<file path="src/rtl/match_extender.sv">
// Extends an LZ match candidate by comparing WIDTH_BYTES bytes per cycle through two
// unaligned history read ports, then returns the exact match length over a valid/ready handshake.
module match_extender #(
    parameter int WIDTH_BYTES     = 8,
    parameter int SIZE_BYTES_LOG2 = 15,
    parameter int MAX_MATCH_LEN   = 64,
    localparam int LEN_BITS       = $clog2(MAX_MATCH_LEN + 1)
) (
    input  logic                         clk,
    input  logic                         rst_n,
    input  logic                         req_valid,
    output logic                         req_ready,
    input  logic [SIZE_BYTES_LOG2-1:0]   req_cur_addr,
    input  logic [SIZE_BYTES_LOG2-1:0]   req_cand_addr,
    input  logic [LEN_BITS-1:0]          req_limit,
    output logic                         resp_valid,
    input  logic                         resp_ready,
    output logic [LEN_BITS-1:0]          resp_len,
    output logic                         cur_read_enable,
    output logic [SIZE_BYTES_LOG2-1:0]   cur_read_address,
    input  logic [WIDTH_BYTES*8-1:0]     cur_read_data,
    output logic                         cand_read_enable,
    output logic [SIZE_BYTES_LOG2-1:0]   cand_read_address,
    input  logic [WIDTH_BYTES*8-1:0]     cand_read_data
);

    localparam int OFF_W = LEN_BITS + 1;
    localparam int EQ_W  = $clog2(WIDTH_BYTES + 1);
    localparam logic [LEN_BITS-1:0] MAX_LEN_C = LEN_BITS'(MAX_MATCH_LEN);
    localparam logic [OFF_W-1:0]    STEP_C    = OFF_W'(WIDTH_BYTES);
    localparam logic [EQ_W-1:0]     FULL_C    = EQ_W'(WIDTH_BYTES);

    typedef enum logic [1:0] {
        IDLE = 2'd0,
        RUN  = 2'd1,
        DONE = 2'd2
    } state_t;

    state_t                       state_q, state_d;
    logic [SIZE_BYTES_LOG2-1:0]   cur_base_q, cur_base_d;
    logic [SIZE_BYTES_LOG2-1:0]   cand_base_q, cand_base_d;
    logic [LEN_BITS-1:0]          lim_q, lim_d;
    logic [OFF_W-1:0]             len_q, len_d;
    logic [OFF_W-1:0]             issue_off_q, issue_off_d;
    logic [LEN_BITS-1:0]          resp_len_q, resp_len_d;
    logic                         resp_valid_q, resp_valid_d;

    logic                         rd_en_s;
    logic [SIZE_BYTES_LOG2-1:0]   cur_addr_s;
    logic [SIZE_BYTES_LOG2-1:0]   cand_addr_s;
    logic [EQ_W-1:0]              eq_s;
    logic [OFF_W-1:0]             nl_s;
    logic [LEN_BITS-1:0]          lim_in_s;

    // Number of equal bytes counted from byte 0 up to the first difference.
    function automatic logic [EQ_W-1:0] lead_eq(input logic [WIDTH_BYTES*8-1:0] a,
                                                 input logic [WIDTH_BYTES*8-1:0] b);
        logic [EQ_W-1:0] cnt;
        logic            hit;
        cnt = '0;
        hit = 1'b0;
        for (int i = 0; i < WIDTH_BYTES; i++) begin
            if (!hit && (a[i*8 +: 8] == b[i*8 +: 8])) begin
                cnt = cnt + EQ_W'(1);
            end else begin
                hit = 1'b1;
            end
        end
        return cnt;
    endfunction

    assign req_ready         = (state_q == IDLE);
    assign resp_valid        = resp_valid_q;
    assign resp_len          = resp_len_q;
    assign cur_read_enable   = rd_en_s;
    assign cand_read_enable  = rd_en_s;
    assign cur_read_address  = cur_addr_s;
    assign cand_read_address = cand_addr_s;

    // Next-state, speculative read issue and length accumulation.
    always_comb begin
        state_d      = state_q;
        cur_base_d   = cur_base_q;
        cand_base_d  = cand_base_q;
        lim_d        = lim_q;
        len_d        = len_q;
        issue_off_d  = issue_off_q;
        resp_len_d   = resp_len_q;
        resp_valid_d = resp_valid_q;
        rd_en_s      = 1'b0;
        cur_addr_s   = cur_base_q + SIZE_BYTES_LOG2'(issue_off_q);
        cand_addr_s  = cand_base_q + SIZE_BYTES_LOG2'(issue_off_q);
        eq_s         = lead_eq(cur_read_data, cand_read_data);
        nl_s         = len_q + OFF_W'(eq_s);
        lim_in_s     = (req_limit > MAX_LEN_C) ? MAX_LEN_C : req_limit;

        case (state_q)
            IDLE: begin
                if (req_valid) begin
                    cur_base_d  = req_cur_addr;
                    cand_base_d = req_cand_addr;
                    lim_d       = lim_in_s;
                    len_d       = '0;
                    issue_off_d = STEP_C;
                    if (lim_in_s == '0) begin
                        resp_len_d   = '0;
                        resp_valid_d = 1'b1;
                        state_d      = DONE;
                    end else begin
                        rd_en_s     = 1'b1;
                        cur_addr_s  = req_cur_addr;
                        cand_addr_s = req_cand_addr;
                        state_d     = RUN;
                    end
                end else begin
                    state_d = IDLE;
                end
            end
            RUN: begin
                // The read issued on the terminating cycle is simply never consumed.
                rd_en_s     = 1'b1;
                issue_off_d = issue_off_q + STEP_C;
                if ((eq_s < FULL_C) || (nl_s >= {1'b0, lim_q})) begin
                    resp_len_d   = (nl_s < {1'b0, lim_q}) ? nl_s[LEN_BITS-1:0] : lim_q;
                    resp_valid_d = 1'b1;
                    state_d      = DONE;
                end else begin
                    len_d = nl_s;
                end
            end
            DONE: begin
                if (resp_ready) begin
                    resp_valid_d = 1'b0;
                    state_d      = IDLE;
                end else begin
                    state_d = DONE;
                end
            end
            default: begin
                resp_valid_d = 1'b0;
                state_d      = IDLE;
            end
        endcase
    end

    // State and datapath registers.
    always_ff @(posedge clk or negedge rst_n) begin
        if (!rst_n) begin
            state_q      <= IDLE;
            cur_base_q   <= '0;
            cand_base_q  <= '0;
            lim_q        <= '0;
            len_q        <= '0;
            issue_off_q  <= '0;
            resp_len_q   <= '0;
            resp_valid_q <= 1'b0;
        end else begin
            state_q      <= state_d;
            cur_base_q   <= cur_base_d;
            cand_base_q  <= cand_base_d;
            lim_q        <= lim_d;
            len_q        <= len_d;
            issue_off_q  <= issue_off_d;
            resp_len_q   <= resp_len_d;
            resp_valid_q <= resp_valid_d;
        end
    end

endmodule

</file>
<file path="config.mk">
export PLATFORM = sky130hd
export DESIGN_NAME = match_extender
export DESIGN_NICKNAME = d
export VERILOG_FILES = /design/src/rtl/match_extender.sv
export SDC_FILE = /design/constraint.sdc
export NUM_CORES = 1
export LEC_CHECK = 0
export ABC_AREA = 1
export CAP_MARGIN = 25
export CORE_ASPECT_RATIO = 1.2
export CORE_MARGIN = 2
export CORE_UTILIZATION = 40
export CTS_BUF_LIST = sky130_fd_sc_hd__clkbuf_2 sky130_fd_sc_hd__clkbuf_4 sky130_fd_sc_hd__clkbuf_8
export CTS_CLUSTER_SIZE = 12
export DETAILED_ROUTE_END_ITERATION = 10
export GPL_ROUTABILITY_DRIVEN = 0
export GPL_TIMING_DRIVEN = 1
export PLACE_DENSITY = 0.84
export SLEW_MARGIN = 20
export SYNTH_ARGS = -nofsm -noshare
export SYNTH_HDL_FRONTEND = slang
export SYNTH_SLANG_ARGS = --single-unit
</file>
<file path="constraint.sdc">
create_clock -name clk -period 6.6 [get_ports clk]
set_clock_uncertainty 0.1 [all_clocks]
set_input_delay 1.32 -clock clk [delete_from_list [all_inputs] [get_ports clk]]
set_output_delay 1.32 -clock clk [all_outputs]
set_load 0.05 [all_outputs]
</file>
# Word level (Yosys, flattened, before mapping)
# Cells that the tools add are included.
totals:
  output_inout_bits: 41
  elab_cells: 105
  register_bits: 63
  inputBits: 169
op_classes:
  n_lt_le_gt_ge: 4
  reduce_logical: 22
  n_mux: 45
  addsub: 11
  eq_ne: 15
ops:
  columns: ["operator", "count"]
  rows:
  - ["$mux W15", 6]
  - ["$eq A8 B8 Y1", 8]
  - ["$mux W7", 5]
  - ["$pmux W8 S2", 2]
  - ["$add A15 B8 Y15", 2]
  - ["$add A4 B1 Y4 const B", 6]
  - ["$mux W4", 6]
  - ["$mux W8", 3]
  - ["$mux W1", 14]
  - ["$pmux W7 S2", 1]
  - ["$mux W2", 5]
  - ["$add A8 B4 Y8", 1]
  - ["$add A8 B4 Y8 const B", 1]
  - ["$ge A8 B7 Y1", 1]
  - ["$lt A8 B7 Y1", 1]
  - ["$ne A2 B2 Y1 const B", 4]
  - ["$reduce_and A4 Y1", 2]
  - ["$gt A7 B7 Y1 const B", 1]
  - ["$logic_and A1 B1 Y1", 7]
  - ["$logic_not A7 Y1", 1]
  - ["$logic_not A1 Y1", 6]
  - ["$pmux W2 S3", 1]
  - ["$lt A4 B4 Y1 const B", 1]
  - ["$reduce_and A2 Y1", 2]
  - ["10 further kinds", 10]

# Logic depth before layout (Yosys ltp)
# Gate-level depths: netlist of the first run.
depth:
  ltp_word: 26
  mapped_depth: 45
  mapped_depth_nobuf: 45

# Worst setup path after synthesis of the first run
# OpenSTA, ideal clock, no wires.
synth_path:
  kind: "input -> register"
  startpoint: "in cur_read_data[2]"
  endpoint: "reg resp_len_q[0], in the netlist resp_len[0]"
  slack_ns: -0.890
  path_buffers: 1
  stages: 37
  t_arrival_ns: 7.271
  setup_ns: 0.119
  required_ns: 6.381
  path_cell_list: "inv_1 -> nand2_1 -> nand2_1 -> nor2_1 -> nand2_1 -> nor2_2 -> a21boi_0 -> ha_1 -> o21ai_0 -> inv_1 -> ha_1 -> or2_0 -> o21ai_2 -> inv_1 -> ha_1 -> o21ai_0 -> inv_1 -> ha_1 -> o21ai_0 -> inv_1 -> ha_1 -> o21ai_0 -> fa_1 -> o21ai_0 -> nand2_1 -> nor2_1 -> xor2_1 -> inv_1 -> ha_1 -> and3_1 -> a221oi_1 -> nand2_1 -> a211oi_4 -> nand3_4 -> buf_6 -> nand4_1 -> nand2_1"
synth_between:
  elab_chain_cells: 26
  elab_cells_between_ends: 46
  cone_classes: "8 x add/sub; 3 x order compare; 2 x eq/ne; 18 x mux; 15 x reduce/logical"
synth_lines:
  columns: ["item", "line", "text"]
  rows:
  - ["from (decl)", "21", "input logic [WIDTH_BYTES*8-1:0] cur_read_data,"]
  - ["$eq A8 B8 Y1 *", "63", "if (!hit && (a[i*8 +: 8] == b[i*8 +: 8])) begin"]
  - ["parallel branches: the longest is 19 deep, another holds $add A4 B1 Y4", null, null]
  - ["$mux W4 *", "63", null]
  - ["$add A8 B4 Y8", "94", "nl_s = len_q + OFF_W'(eq_s);"]
  - ["$lt A8 B7 Y1 / $ge A8 B7 Y1 (equally long branches)", "124, 123", null]
  - ["$mux W7 / $logic_or A1 B1 Y1 (equally long branches)", "124, 123", null]
  - ["$mux W7 / $ne A2 B2 Y1 (equally long branches)", null, null]
  - ["$pmux W7 S2 / $reduce_and A4 Y1 (equally long branches)", null, null]
  - ["to (signal assigned)", "164", "resp_len_q <= resp_len_d;"]
  - ["to (decl)", "45", "logic [LEN_BITS-1:0] resp_len_q, resp_len_d;"]
# Every way passes the cells marked *. The select of a mux whose other input is x is not followed.
# A chain may end at the register's enable or synchronous reset.

# Worst setup path after layout of the first run
layout_path:
  startpoint: "in cur_read_data[4]"
  endpoint: "reg resp_len_q[1], in the netlist resp_len[1]"
# Same word-level chain as after synthesis.

==> key figures, run 1 <==
Floorplanning
  – Die Span Y: 128.9 um
  – Die X-Extent: roughly 110 um
  – Std-Cell Rows: between 40 and 50
  – Core Region: 12670 um2
  – Io pins: 210
  – Initial Util: 0.4108
  – Die area: 13940 um2

Synthesis
  – Mux share of post-synthesis cell area: 0.003847
  – Avg Cell Area, Syn: 6.587 um2
  – Yosys Warn Count: 0
  – Sequential cell area fraction in the yosys report: 0.2885
  – Syn nets: a little under 1000
  – Synth Area in XOR/XNOR: 0.09089
  – Synth unique cells: 44
  – Post-synthesis adder-cell area fraction: 0.06877
  – Largest family of logic cells by synthesized area: simple AND/OR/NAND/NOR gates
  – Complex-gate fraction of the synthesized area: 0.1185
  – Mapped cell area: 5204 um2
  – Gate Count Post-Synth: 790
  – Synth Register Bits: 60
  – Post-Synth Simple-Gate Area: 0.3085

Global routing
  – GRT Overall Usage: 0.2428
  – Gr ovfl total: 0
  – Largest net degree at the start of global routing: 61
  – Vias in the first global route: 5989
  – First-pass GRT wire length: 26970 um
  – Initial antenna violation count: 0

STA
  – Minimum clock period: 6.825 ns
  – Finish-stage setup viols: 18
  – Final WS setup: -0.2252 ns
  – Hold Vio Cnt, Final: 0
  – Final Slew Violations: 0
  – Final hold slack: 0.3878 ns
  – RSZ-0062 raised after global routing: yes
  – Setup TNS: -2.952 ns
  – Final Cycle Share: 1.034
  – Fmax: 146.5 MHz
  – Least-Margin Pin Slew: 0.8505 ns
  – Slew HR: 0.4278

Routing
  – Post-DR vias/cell: 4.913
  – Drt wl/cell: 13.36 um
  – DRT Pass-1 Iters: 5
  – DRC: 0
  – Vias post-DR: 6048
  – Post-Route WL: 16450 um
  – Starting DRT DRC Count: 269
  – Antenna-violating nets left: 0

Finish
  – Fillers: 975
  – Register area: 1501 um2
  – Nets: 1259
  – Design area: 8671 um2
  – Commonest non-fill, non-tap cell in the layout: nand2_1
  – Cell Count, Final, Fillers Out: 1231
  – Most frequent cells in the layout: 207 x nand2_1, 125 x inv_1, 112 x clkdlybuf4s50_1
  – # diodes: 0
  – Layout cells sized above 1: 0.2512
  – Area Overhead vs Synth: 66.63%
  – Multi-input logic area: around 3400 um2

Placed design
  – Dpl cell area: around 8000 um2
  – Pre-CTS setup slack: -1.225 ns
  – Number of port buffers: 209
  – # placed instances: 1195
  – DP Wirelength: approximately 12000 um

CTS
  – CTS tree: done
  – H-tree depth: 3
  – Cts bufs inserted: 9
  – Deepest clock path buffer count: 2
  – Worst-Skew Late Latency: 0.35 ns
  – Clock slew seen by the registers of the worst setup and hold paths: 0.07 ns
  – Root Buffer Master: clkbuf_8
  – CTS sink cnt: 60

Pwr
  – Maximum vdd drop: between 0.3 and 0.4 mV
  – Power per cell area: 355.5 nW/um2
  – Pleak: roughly 4.5 nW

Setup path
  – Setup CP Type: input pin to flip-flop
  – Max FO, Critical Path: 8
  – Top delay family on crit path: adder cells
  – Startpoint types: input pin
  – Worst EP required: roughly 6.7 ns
  – Most used cell, CP: ha_4
  – Critical Path AT: about 7.0 ns
  – Worst Setup End Kind: flip-flop
  – CP max stage delay: 0.34 ns
  – WP buf/inv: 11
  – CP max stage cell: fa_2

Run status
  – Status: finished, violations left
  – Failing checks: setup timing

Run
  – Max cap viols: 0

Worst hold path
  – HP Class: flip-flop to flip-flop
[worst register-to-register path, delay by kind of cell (launching register included)]
kind / cells / cell delay, ns
AND/OR/NAND/NOR: 7 / 0.82
adder cells (fa/ha/maj): 3 / 0.82
AO/OA/AOI/OAI: 3 / 0.74
flip-flops: 1 / 0.36
buffers and inverters: 3 / 0.34
XOR/XNOR: 1 / 0.21
[per-layer routing]
metal | global-route usage | vias up | share of wire
met3 | 0.04965 | 55 | 0.065
met4 | 0.1003 | 0 | 0.039
met1 | 0.2487 | 2749 | 0.34
met5 | 0 | - | 0
li1 | - | 2995 | -
met2 | 0.4721 | 249 | 0.55
[final timing paths]
| check | slack (ns) | start | end | cells after the start |
|---|---|---|---|---|
| max reg2reg | 3.10 | len_q[0]$_DFFE_PN0P_ | resp_len[1]$_DFFE_PN0P_ | 17 |
| min in group asynchronous | 1.00 | rst_n | cand_base_q[12]$_DFFE_PN0P_ | 2 |
| min reg2reg | 0.39 | resp_len[4]$_DFFE_PN0P_ | resp_len[4]$_DFFE_PN0P_ | 2 |
| min | 0.39 | resp_len[4]$_DFFE_PN0P_ | resp_len[4]$_DFFE_PN0P_ | 2 |
| max in group asynchronous | 4.88 | rst_n | len_q[1]$_DFFE_PN0P_ | 2 |
| max | -0.23 | cur_read_data[4] | resp_len[1]$_DFFE_PN0P_ | 41 |
[synthesized netlist by cell type (all sizes together)]
cell | instances | area share
and3 | 2 | 0.0024
a22o | 1 | 0.0017
ha | 27 | 0.065
clkinv | 2 | 0.0014
o211ai | 1 | 0.0014
mux2i | 2 | 0.0038
a21o | 1 | 0.0014
nand4 | 16 | 0.022
a211oi | 1 | 0.0038
a21boi | 1 | 0.0014
buf | 4 | 0.0055
nor4 | 2 | 0.0024
nand2 | 228 | 0.17
and3b | 1 | 0.0017
a221oi | 1 | 0.0017
xnor2 | 39 | 0.066
fa | 1 | 0.0038
a32o | 1 | 0.0019
nand3 | 29 | 0.034
o21bai | 2 | 0.0029
o22ai | 4 | 0.0048
dfrtp | 60 | 0.29
clkbuf | 12 | 0.0087
o31ai | 2 | 0.0029
xor2 | 15 | 0.025
o21ai | 61 | 0.059
a21oi | 29 | 0.028
o21a | 2 | 0.0029
a22oi | 3 | 0.0043
inv | 146 | 0.11
nor2 | 83 | 0.065
or2 | 11 | 0.013
[kinds of logic after synthesis]
logic type	count (synthesis)
flops	60
buf+inv	164
mux	2
compound gates	110
fa+ha+maj	28
simple gates	372
xor+xnor	54
[cell type report]
cell class / count / share of cell area
Clock buffer: 11 / 0.01746
Clock inverter: 5 / 0.009668
Inverter: 148 / 0.06494
Multi-Input combinational cell: 566 / 0.3921
Sequential cell: 60 / 0.1732
Tap cell: 164 / 0.02367
Timing Repair Buffer: 277 / 0.3190
[state kept, by name (all words and copies together) (netlist names)]
| register | cells |
|---|---|
| resp_valid | 1 |
| resp_len | 7 |
| state_q | 2 |
| len_q | 8 |
| lim_q | 7 |
| issue_off_q | 5 |
| cur_base_q | 15 |
| cand_base_q | 15 |
[metrics by stage]
stage	util	power (mW)
final	0.6844	3.083
after global routing	0.6844	3.249
after CTS	0.6686	3.046
after detailed placement	0.6454	2.622
after global placement	0.6454	2.571
after floorplan	-	1.690
[what timing repair did]
item                       in CTS  in global routing
resized for setup             250                 47
pin swaps                      73                 33
hold buffers                    0                  0
setup endpoints to repair      18                 18
setup buffers                  18                  4
gates cloned                    0                  0
[where the power goes]
group	switching (mW)	leakage [nW]	internal, mW
registers	0.0954	0.763	0.499
clock network	0.156	0.112	0.234
logic	1.19	3.62	0.908
Note: power is estimated with default switching activity, not from simulation.
==> run 2, diff against run 1 <==
Settings changed: CORE_UTILIZATION 40 to 49, CTS_CLUSTER_DIAMETER from default to 200, PLACE_DENSITY 0.84 to 0.95, SKIP_LAST_GASP from default to 1.
==> key figures, run 2 (synthesized netlist as in run 1, its figures left out) <==
STA
  – Minimum clock period: 7.023 ns (+0.1979 ns)
  – Final WS setup: -0.4231 ns (-0.1979 ns)
  – Final Cycle Share: 1.064 (+0.02998)
  – Fmax: 142.4 MHz (-2.8%)
  – Hold Vio Cnt, Final: 0 (unchanged)
  – Final hold slack: 0.3800 ns (-0.007839 ns)
  – Finish-stage setup viols: 18 (unchanged)
  – Final Slew Violations: 0 (unchanged)
  – RSZ-0062 raised after global routing: yes
  – Slew HR: 0.4174 (-0.01033)
  – Least-Margin Pin Slew: 0.8706 ns (+0.02012 ns)

Routing
  – Starting DRT DRC Count: 460 (+71%)
  – Vias post-DR: 6535 (+8.1%)
  – Antenna-violating nets left: 0 (unchanged)
  – Drt wl/cell: 16.78 um (+26%)
  – DRT Pass-1 Iters: 5 (unchanged)
  – Post-Route WL: 20070 um (+22%)
  – DRC: 0 (unchanged)
  – Post-DR vias/cell: 5.464 (+11%)

Global routing
  – Gr ovfl total: 0 (unchanged)
  – GRT Overall Usage: 0.3330 (+0.09020)
  – First-pass GRT wire length: 30360 um (+13%)
  – Initial antenna violation count: 3 (+3)
  – Vias in the first global route: 6501 (+8.5%)
  – Largest net degree at the start of global routing: 61 (unchanged)

Setup path
  – Setup CP Type: input pin to flip-flop
  – Max FO, Critical Path: 5 (-3)
  – CP max stage delay: 0.30 ns (-0.04 ns)
  – Startpoint types: input pin
  – Worst Setup End Kind: flip-flop
  – Worst EP required: 6.74 ns (about the same)
  – Critical Path AT: 7.17 ns (+0.20 ns)
  – R2R cell count: 17 (unchanged)
  – R2R Path Start: len_q[0]$_DFFE_PN0P_
  – R2R Path End: resp_len[3]$_DFFE_PN0P_
  – Critical Path End: resp_len[3]$_DFFE_PN0P_
  – Reg2Reg Setup Slack: 3.10 ns (about the same)
  – Worst setup path start: cur_read_data[19]
  – CP max stage cell: ha_4

CTS
  – Root Buffer Master: clkbuf_8
  – Cts bufs inserted: 9 (unchanged)
  – CTS tree: done
  – H-tree depth: 3 (unchanged)
  – CTS sink cnt: 60 (unchanged)
  – Clock slew seen by the registers of the worst setup and hold paths: 0.07 ns (about the same)
  – CTS Hold Bufs: 0 (unchanged)
  – Deepest clock path buffer count: 2 (unchanged)
  – Worst-Skew Late Latency: 0.36 ns (about the same)

Pwr
  – Sw frac: 0.4729 (+0.004970)
  – Int Power: 1.670 mW (+1.8%)
  – Pleak: 4.477 nW (-0.33%)
  – Maximum vdd drop: 0.2928 mV (-6.1%)
  – Combinational share of power: 0.681 (about the same)
  – Net switching power: 1.499 mW (+3.9%)
  – Total Power: 3.169 mW (+2.8%)
  – Sequential share of power: 0.189 (-0.004)
  – Power per cell area: 367.0 nW/um2 (+3.2%)
  – Clock group share of total power: 0.130 (+0.004)

Finish
  – Nets: 1259 (unchanged)
  – Fillers: 586 (-40%)
  – Commonest non-fill, non-tap cell in the layout: nand2_1
  – Most frequent cells in the layout: 198 x nand2_1, 117 x inv_1, 113 x clkdlybuf4s50_1
  – Area Overhead vs Synth: 65.93%
  – Layout cells sized above 1: 0.2690 (+0.01781)
  – Largest regs: cand_base_q (15), cur_base_q (15), len_q (8)
  – Cell Count, Final, Fillers Out: 1196 (-2.8%)
  – # diodes: 0 (unchanged)

Run status
  – Failing checks: setup timing
  – Status: finished, violations left

Run
  – Max cap viols: 0 (unchanged)

Placed design
  – # placed instances: 1158 (-3.1%)
  – DP Wirelength: 13980 um (+13%)
  – Pre-CTS setup slack: -1.302 ns (-0.07709 ns)
  – Number of port buffers: 209 (unchanged)

Floorplanning
  – Io pins: 210 (unchanged)
  – Initial Util: 0.4997 (+0.08893)
  – Die X-Extent: 98.08 um (-9.3%)
  – Std-Cell Rows: 41 (-8.9%)
  – Die Span Y: 116.9 um (-9.3%)
  – Core Region: 10410 um2 (-18%)
  – Die area: 11460 um2 (-18%)

Worst hold path
  – HP Class: flip-flop to flip-flop
run 2: changes by cell type in the layout (fill, tap and decap cells not counted), moves of 3 or more:
cell           before  now
dlygate4sd2_1      16   13
o21ai_2             8    5
nor2_2              8   13
nand2_1           207  198
nand2_2            18   28
nor2_1             69   65
clkbuf_2            1    4
buf_4              70   67
inv_1             125  117
o21ai_1             4    7
inv_2              18   26
run 2: worst min path at each step:
| stage | from | slack (ns) | cells after the start | to |
|---|---|---|---|---|
| 6_report | resp_len[5]$_DFFE_PN0P_ | 0.38 | 2 | resp_len[5]$_DFFE_PN0P_ |
| 5_1_grt | resp_len[4]$_DFFE_PN0P_ | 0.42 | 2 | resp_len[4]$_DFFE_PN0P_ |
| 4_1_cts | resp_len[5]$_DFFE_PN0P_ | 0.39 | 2 | resp_len[5]$_DFFE_PN0P_ |
| 3_5_place_dp | resp_len[5]$_DFFE_PN0P_ | 0.37 | 2 | resp_len[5]$_DFFE_PN0P_ |
| 3_3_place_gp | resp_valid$_DFFE_PN0P_ | 0.36 | 2 | resp_valid$_DFFE_PN0P_ |
| 2_1_floorplan | len_q[0]$_DFFE_PN0P_ | 0.35 | 2 | len_q[0]$_DFFE_PN0P_ |
run 2: power groups by stage:
stage | combinational (mW) | sequential, mW | clock (mW)
after floorplan | 1.09 | 0.605 | 0
after global placement | 1.98 | 0.584 | 0
after detailed placement | 2.04 | 0.594 | 0
after CTS | 2.09 | 0.592 | 0.407
after global routing | 2.25 | 0.610 | 0.426
final | 2.16 | 0.599 | 0.413
run 2: area by class of cell:
cell class                 count  area (um2)  area share
timing repair buffer         277        2746      0.3181
inverter                     148       563.0     0.06521
multi-input combinational    566        3423      0.3965
tap                          129       161.4     0.01869
clock buffer                  11       138.9     0.01608
sequential                    60        1501      0.1739
clock inverter                 5       100.1     0.01159
run 2: worst max-delay path, delay by kind of cell:
family	cells	cell delay (ns)
buf+inv	9	0.79
xor+xnor	2	0.39
simple gates	14	1.34
compound gates	9	1.62
fa+ha+maj	7	1.67
run 2: stage by stage:
stage / instance area, um2 / utilization / setup TNS, ns
3_3_place_gp: 8105 / 0.7783 / -18.02
5_1_grt: 8635 / 0.8291 / -11.94
4_1_cts: 8461 / 0.8124 / -2.588
3_5_place_dp: 8105 / 0.7783 / -22.45
2_1_floorplan: 5278 / - / -6.282
6_report: 8635 / 0.8291 / -6.534
run 2: per-layer routing:
layer	vias up	GRT usage	part of all wire
met5	-	0	0.0014
met4	4	0.1806	0.057
met3	108	0.09382	0.10
met2	466	0.6110	0.51
met1	2954	0.3468	0.33
li1	3003	-	-
run 2: what timing repair did:
action	4_1_cts	5_1_grt
gates resized for setup	252	59
setup buffers	16	6
pin swaps	81	60
gates cloned	1	0
setup endpoints to repair	18	18
